<file path="src/rtl/stream_pop_n.sv">
// Pops N WIDTH-bit elements off sIn into dOut, then forwards the remaining stream tail to sOut.
// Define STREAM_POP_SKID_EN to register the tail path through a 2-entry skid buffer.
module stream_pop_n #(
  parameter int unsigned WIDTH = 8,
  parameter int unsigned N     = 2
) (
  input  logic               clk,
  input  logic               rst,
  input  logic               in_valid,
  output logic               in_ready,
  output logic               out_valid,
  input  logic               out_ready,
  input  logic [WIDTH-1:0]   sIn,
  input  logic               sIn_valid,
  output logic               sIn_ready,
  output logic [WIDTH-1:0]   sOut,
  output logic               sOut_valid,
  input  logic               sOut_ready,
  output logic [N*WIDTH-1:0] dOut
);

  localparam int unsigned CNT_W = $clog2(N + 1);

  typedef enum logic [1:0] {
    IDLE,
    COLLECT,
    DONE,
    PASS
  } state_e;

  state_e             state_q, state_d;
  logic [CNT_W-1:0]   count_q, count_d;
  logic [N*WIDTH-1:0] dout_q, dout_d;

  logic               pass_open;
  logic               pass_ready;
  logic               take;
  logic [CNT_W-1:0]   slot;
  logic [CNT_W-1:0]   cnt_next;

  assign dOut = dout_q;

  // An activation seen in PASS behaves as the first COLLECT cycle (slot 0).
  always_comb begin
    state_d   = state_q;
    count_d   = count_q;
    dout_d    = dout_q;
    in_ready  = 1'b0;
    out_valid = 1'b0;
    sIn_ready = 1'b0;
    take      = 1'b0;
    pass_open = 1'b0;
    slot      = count_q;

    case (state_q)
      IDLE: begin
        in_ready = 1'b1;
        if (in_valid) begin
          state_d = COLLECT;
          count_d = '0;
        end
      end
      COLLECT: begin
        sIn_ready = 1'b1;
        take      = sIn_valid;
      end
      DONE: begin
        out_valid = 1'b1;
        if (out_ready) begin
          state_d = PASS;
        end
      end
      PASS: begin
        in_ready = 1'b1;
        if (in_valid) begin
          sIn_ready = 1'b1;
          take      = sIn_valid;
          slot      = '0;
          state_d   = COLLECT;
          count_d   = '0;
        end else begin
          pass_open = 1'b1;
          sIn_ready = pass_ready;
        end
      end
      default: begin
        state_d = IDLE;
        count_d = '0;
      end
    endcase

    cnt_next = slot + CNT_W'(1);
    if (take) begin
      for (int unsigned k = 0; k < N; k++) begin
        if (slot == CNT_W'(k)) begin
          dout_d[k*WIDTH +: WIDTH] = sIn;
        end
      end
      count_d = cnt_next;
      state_d = (cnt_next == CNT_W'(N)) ? DONE : COLLECT;
    end
  end

  always_ff @(posedge clk) begin
    if (rst) begin
      state_q <= IDLE;
      count_q <= '0;
      dout_q  <= '0;
    end else begin
      state_q <= state_d;
      count_q <= count_d;
      dout_q  <= dout_d;
    end
  end

`ifdef STREAM_POP_SKID_EN
  logic [WIDTH-1:0] mem_q [2];
  logic [WIDTH-1:0] mem_d [2];
  logic             wptr_q, wptr_d;
  logic             rptr_q, rptr_d;
  logic [1:0]       occ_q, occ_d;
  logic             push, pop, flush;

  // Readiness comes from occupancy alone, so sOut_ready never reaches sIn_ready.
  always_comb begin
    mem_d      = mem_q;
    wptr_d     = wptr_q;
    rptr_d     = rptr_q;
    occ_d      = occ_q;
    pass_ready = (occ_q != 2'd2);
    push       = pass_open && sIn_valid && pass_ready;
    pop        = (occ_q != 2'd0) && sOut_ready;
    flush      = (state_q == PASS) && in_valid;
    sOut       = mem_q[rptr_q];
    sOut_valid = (occ_q != 2'd0);

    if (flush) begin
      wptr_d = 1'b0;
      rptr_d = 1'b0;
      occ_d  = '0;
    end else begin
      if (push) begin
        mem_d[wptr_q] = sIn;
        wptr_d        = ~wptr_q;
      end
      if (pop) begin
        rptr_d = ~rptr_q;
      end
      occ_d = occ_q + {1'b0, push} - {1'b0, pop};
    end
  end

  always_ff @(posedge clk) begin
    if (rst) begin
      mem_q  <= '{default: '0};
      wptr_q <= 1'b0;
      rptr_q <= 1'b0;
      occ_q  <= '0;
    end else begin
      mem_q  <= mem_d;
      wptr_q <= wptr_d;
      rptr_q <= rptr_d;
      occ_q  <= occ_d;
    end
  end
`else
  always_comb begin
    pass_ready = sOut_ready;
    sOut       = sIn;
    sOut_valid = pass_open && sIn_valid;
  end
`endif

endmodule

</file>
<file path="config.mk">
export PLATFORM = sky130hd
export DESIGN_NAME = stream_pop_n
export DESIGN_NICKNAME = d
export VERILOG_FILES = /design/src/rtl/stream_pop_n.sv
export SDC_FILE = /design/constraint.sdc
export NUM_CORES = 1
export LEC_CHECK = 0
export ABC_AREA = 1
export CAP_MARGIN = 20
export CORE_UTILIZATION = 40
export DETAILED_ROUTE_END_ITERATION = 7
export PLACE_DENSITY_LB_ADDON = 0.05
export SETUP_SLACK_MARGIN = 0.1
export SLEW_MARGIN = 40
export SYNTH_ARGS = -nofsm -noshare
export SYNTH_HDL_FRONTEND = slang
export SYNTH_SLANG_ARGS = --single-unit
</file>
<file path="constraint.sdc">
create_clock -name clk -period 2 [get_ports clk]
set_input_delay 0.3 -clock clk [delete_from_list [all_inputs] [get_ports clk]]
set_output_delay 0.3 -clock clk [all_outputs]
set_load 0.02 [all_outputs]
</file>
After elaboration in Yosys (flattened, before gate mapping)
Index checks and enable logic that the tools add are counted.

Flip-flop bits (word level): 20. Bits in latches: 0. RAM bits: 0. ROM bits: 0. Input bits: 14. Output and inout bits: 28. Word-level logic and storage cells: 38. Memories: 0.

$add $sub $neg: 1. Multipliers: 0. Div/mod/pow operators: 0. $lt $le $gt $ge: 0. Eq/ne operators: 7. Shifts and indexed selects: 0. Muxes and demuxes: 17. Bitwise operators: 0. Reductions and logical operators: 9.

Operator list (number): 2-bit 2-to-1 mux (8); 2-bit == test (second input constant) (3); 1-bit 2-to-1 mux (6); 2-bit by 1-bit == test with 1-bit output (second input constant) (2); 2-bit zero test (2); 1-bit one-hot mux with 2 select lines (2); 2-bit one-hot mux with 2 select lines (1); 2-bit AND reduction (2); 3-bit by 1-bit != test with 1-bit output (second input constant) (1); 3-bit != test (second input constant) (1); 3-bit AND reduction (1); 3-bit nonzero test (1); 2-bit by 1-bit adder with 2-bit output (second input constant) (1); 2-bit nonzero test (1); 2-bit OR reduction (1); 1-bit logical AND (1).

Depth between registers and ports, before layout
Depth after elaboration: 6. Gate-level depth with buffers: 10. Depth with buffers taken out: 9.

Worst setup path after synthesis
Ideal clock, no wire load.

Path type: register to register. Start: reg state_q[0]. End: reg dout_q[10] (netlist: dOut[10]). Library setup time: 113 ps. Data arrival time: 1412 ps. Data required time: 1887 ps. Setup slack: 475 ps. Cell stages (with the launch flop): 10. Buffers on the path: 1. Clock period less this slack: 1525 ps. Path through: dfxtp_1 ha_1 nand2_1 nand2_1 inv_1 ha_1 nand3_4 buf_6 nor2_1 nor2_1.

Cells in the longest elaborated chain, start to end: 4. Elaborated cells on any way between the ends: 6. Classes of those cells: eq/ne (3); mux (2); reduce/logical (1).

RTL lines: start, declared (line 31) `state_e state_q, state_d;`; start signal, assigned (line 110) `state_q <= state_d;`; 2-bit == test (line 55) `case (state_q)`; 2-bit 2-to-1 mux (line 55); 2-bit by 1-bit == test with 1-bit output (line 95) `if (slot == CNT_W'(k)) begin`; 2-bit AND reduction (no line) *; end signal, assigned (line 112) `dout_q <= dout_d;`; end, declared (line 33) `logic [N*WIDTH-1:0] dout_q, dout_d;`.

Mark *: on every way between the ends. The rest lies on a longest branch, timed or not. A chain may end at the register's enable or synchronous reset.

Worst setup path in the final report
Start: reg state_q[0]. End: out out_valid.

Cells in the longest elaborated chain, start to end: 2.

RTL lines: 2-bit == test (line 55); 1-bit 2-to-1 mux (line 55); end, declared (line 11) `output logic out_valid,`.

Every way passes these cells.

==> impl_metrics.csv <==
group,metric,value,unit
die,initial_core_util,0.436,
logic_synthesis,synth_common_cells,"46 x nand2_1, 36 x nor2_1, 27 x inv_1",
worst_setup_path,worst_setup_path_end_kind,"primary output",
global_routing,antenna_found_initial,0,
clocking,cts_root_buf,"clkbuf_4",
logic_synthesis,synth_cell_types,15,
detailed_routing,viasPerCell,4.35,
clocking,cts_buffers,3,
worst_setup_path,slowest_delay,0.61,ns
layout,antenna_cells,0,
logic_synthesis,syn_inst,164,
timing,worst_pin_slew,0.480,ns
layout,fin_nets,221,
clocking,cts.clk_slew.worst_paths,0.11,ns
place,hpwlAfterDp,1.63,mm
clocking,hold_buffers,0,
logic_synthesis,synth_top_area_cell,"dfxtp_1",
logic_synthesis,synth_edf_count,0,
logic_synthesis,yosysTopAreaCellShare,0.361,
detailed_routing,routedWlPerCell,9.47,um
clocking,cts_num_sinks,20,
clocking,h-tree-depth,1,
global_routing,grt_pass1_vias,806,
timing,period_share,0.898,
clocking,clock_path_buffers,2,
timing,fin_tns_setup,0,ns
die,core-area,0.00254,mm2
place,port_buffers,41,
worst_setup_path,path_class,"flop to primary output",
logic_synthesis,synthesis.nets,185,
clocking,cts_tree,"yes",
logic_synthesis,yosysWarningCount,0,
die,die_x,54.6,um
pwr,p_leak,0.764,nW
place,place_congestion,0.835,
worst_setup_path,path_cells,"inv_1 > ha_1 > clkdlybuf4s50_1",
timing,setup_violations,0,
global_routing,grt_usage,0.160,
die,rows,18,
layout,fin_util,0.600,
timing,final_hold_viol_count,0,
worst_setup_path,cp-start-kind,"flop",
worst_setup_path,critPathBufInv,2,
layout,area_growth,37.7,%
pwr,ir_worst_vdd,563,uV
detailed_routing,ant_nets,0,
place,placed_cell_area,0.00147,mm2
detailed_routing,drc,0,
global_routing,grt_max_degree,18,
die,die_y,54.6,um
detailed_routing,drt_wl_total,2.17,mm
worst_setup_path,cp_slowest_cell,"clkdlybuf4s50_1",
timing,rsz0062_at_grt,"false",
layout,fillers,255,
global_routing,grt-ovfl-total,0,
clocking,clock_latency,0.30,ns
pwr,finalPower,1.35,mW
worst_setup_path,cp_top_family,"buffers and inverters",
worst_setup_path,critPathMaxFanout,5,
detailed_routing,drt_iter0_drc,24,
timing,fmax,557,MHz
layout,drive_gt1_frac,0.0553,
hold_path,hold_class,"flop to flop",
die,die_area,0.00299,mm2
detailed_routing,firstDrtPassIters,4,
logic_synthesis,synth-seq-cells,20,
logic_synthesis,synthArstFlopShare,0,
pwr,power.density,885,mW/mm2
outcome,status,"finished clean",
logic_synthesis,synth_most_common_cell,"nand2_1",
layout,post-route-cell-area,0.00153,mm2
logic_synthesis,syn-mean-instance-area,6.76,um2
timing,slew_viol_final,0,
worst_setup_path,arrival,1.50,ns
global_routing,grt_pass1_wl,3.37,mm
die,num_io_pins,42,
detailed_routing,vias,996,
timing,slew_headroom,0.678,
logic_synthesis,synth.cell_area,0.00111,mm2
worst_setup_path,crit_required,1.70,ns
logic_synthesis,synth-seq-area-share,0.361,
logic_synthesis,synth.top_cells.by_area,"dfxtp_1 36%, nand2_1 16%, nor2_1 12%",
run,cap_violations,0,
timing,layout_min_cycle_time,1.80,ns
logic_synthesis,synth_flop_cell,"dfxtp_1",
timing,fin_skew,0.0118,ns
==> sequential cells by signal (all words and copies together), names as in the netlist <==
signal   cells
state_q      2
count_q      2
dOut        16
==> cells in the final DEF, fill, tap and decap left out, drive strengths merged <==
cell / Yosys / routed
nand2: 47 / 47
bufinv: 0 / 1
nand3: 8 / 8
clkdlybuf4s50: 0 / 38
o21ai: 1 / 1
dlygate4sd2: 0 / 3
buf: 10 / 1
inv: 27 / 27
a21oi: 5 / 5
dfxtp: 20 / 20
nor2: 37 / 37
clkbuf: 1 / 3
ha: 7 / 7
clkinv: 1 / 1
==> kinds of logic (layout without fill, tap and decap cells) <==
kind of cell / Yosys count / count (layout) / synth area share
and+or+nand+nor: 92 / 92 / 0.357
buffers and inverters: 39 / 74 / 0.176
DFF: 20 / 20 / 0.361
adders and majority gates: 7 / 7 / 0.0790
AOI/OAI and AO/OA: 6 / 6 / 0.0271
==> worst register-to-register path, stage by stage (launching register included) <==
cell,delay [ns]
dfxtp_2,0.36
ha_1,0.25
nand2_1,0.16
nand2_1,0.12
inv_1,0.09
ha_1,0.19
nand3_4,0.19
nand2_1,0.11
nand2_1,0.05
nor2_1,0.10
==> per-layer routing <==
| layer | global-route usage | part of all wire | vias to the layer above |
|---|---|---|---|
| li1 | - | - | 543 |
| met1 | 0.199 | 0.46 | 417 |
| met2 | 0.261 | 0.46 | 34 |
| met3 | 0.0389 | 0.071 | 2 |
| met4 | 0.0641 | 0.0046 | 0 |
| met5 | 0 | 0 | - |
==> timing repair <==
action	in CTS	in global routing
gates resized for setup	3	2
buffers inserted	0	0
setup endpoints to repair	3	2
==> where the power goes <==
group | leakage, nW | internal [mW] | switching [mW] | total, mW
logic | 0.574 | 0.222 | 0.327 | 0.549
registers | 0.162 | 0.443 | 0.0295 | 0.473
clock network | 0.0279 | 0.202 | 0.126 | 0.328
==> through the flow <==
stage	worst slack, ns	hold slack (ns)	std cells
after detailed placement	0.0646	0.483	225
after CTS	0.132	0.499	229
after floorplan	0.475	0.369	164
final	0.204	0.491	229
after global routing	0.114	0.524	229
after global placement	0.0967	0.469	225
==> worst paths after layout <==
path         startpoint          to  slack [ns]  cells past startpoint
max          state_q[0]   out_valid        0.20                      3
min          count_q[0]  count_q[0]        0.49                      2
max reg2reg  state_q[0]    dOut[11]        0.34                      9
min reg2reg  count_q[0]  count_q[0]        0.49                      2
==> cell type report <==
cell class              count  area, um2  area share
multi-input cells         105        515       0.338
repair buffers             42        414       0.271
flip-flops and latches     20        402       0.263
inverters                  28        105      0.0689
well taps                  30       37.5      0.0246
clock inverters             1       30.0      0.0197
clock buffers               3       22.5      0.0148
Note: power is estimated with default switching activity, not from simulation.
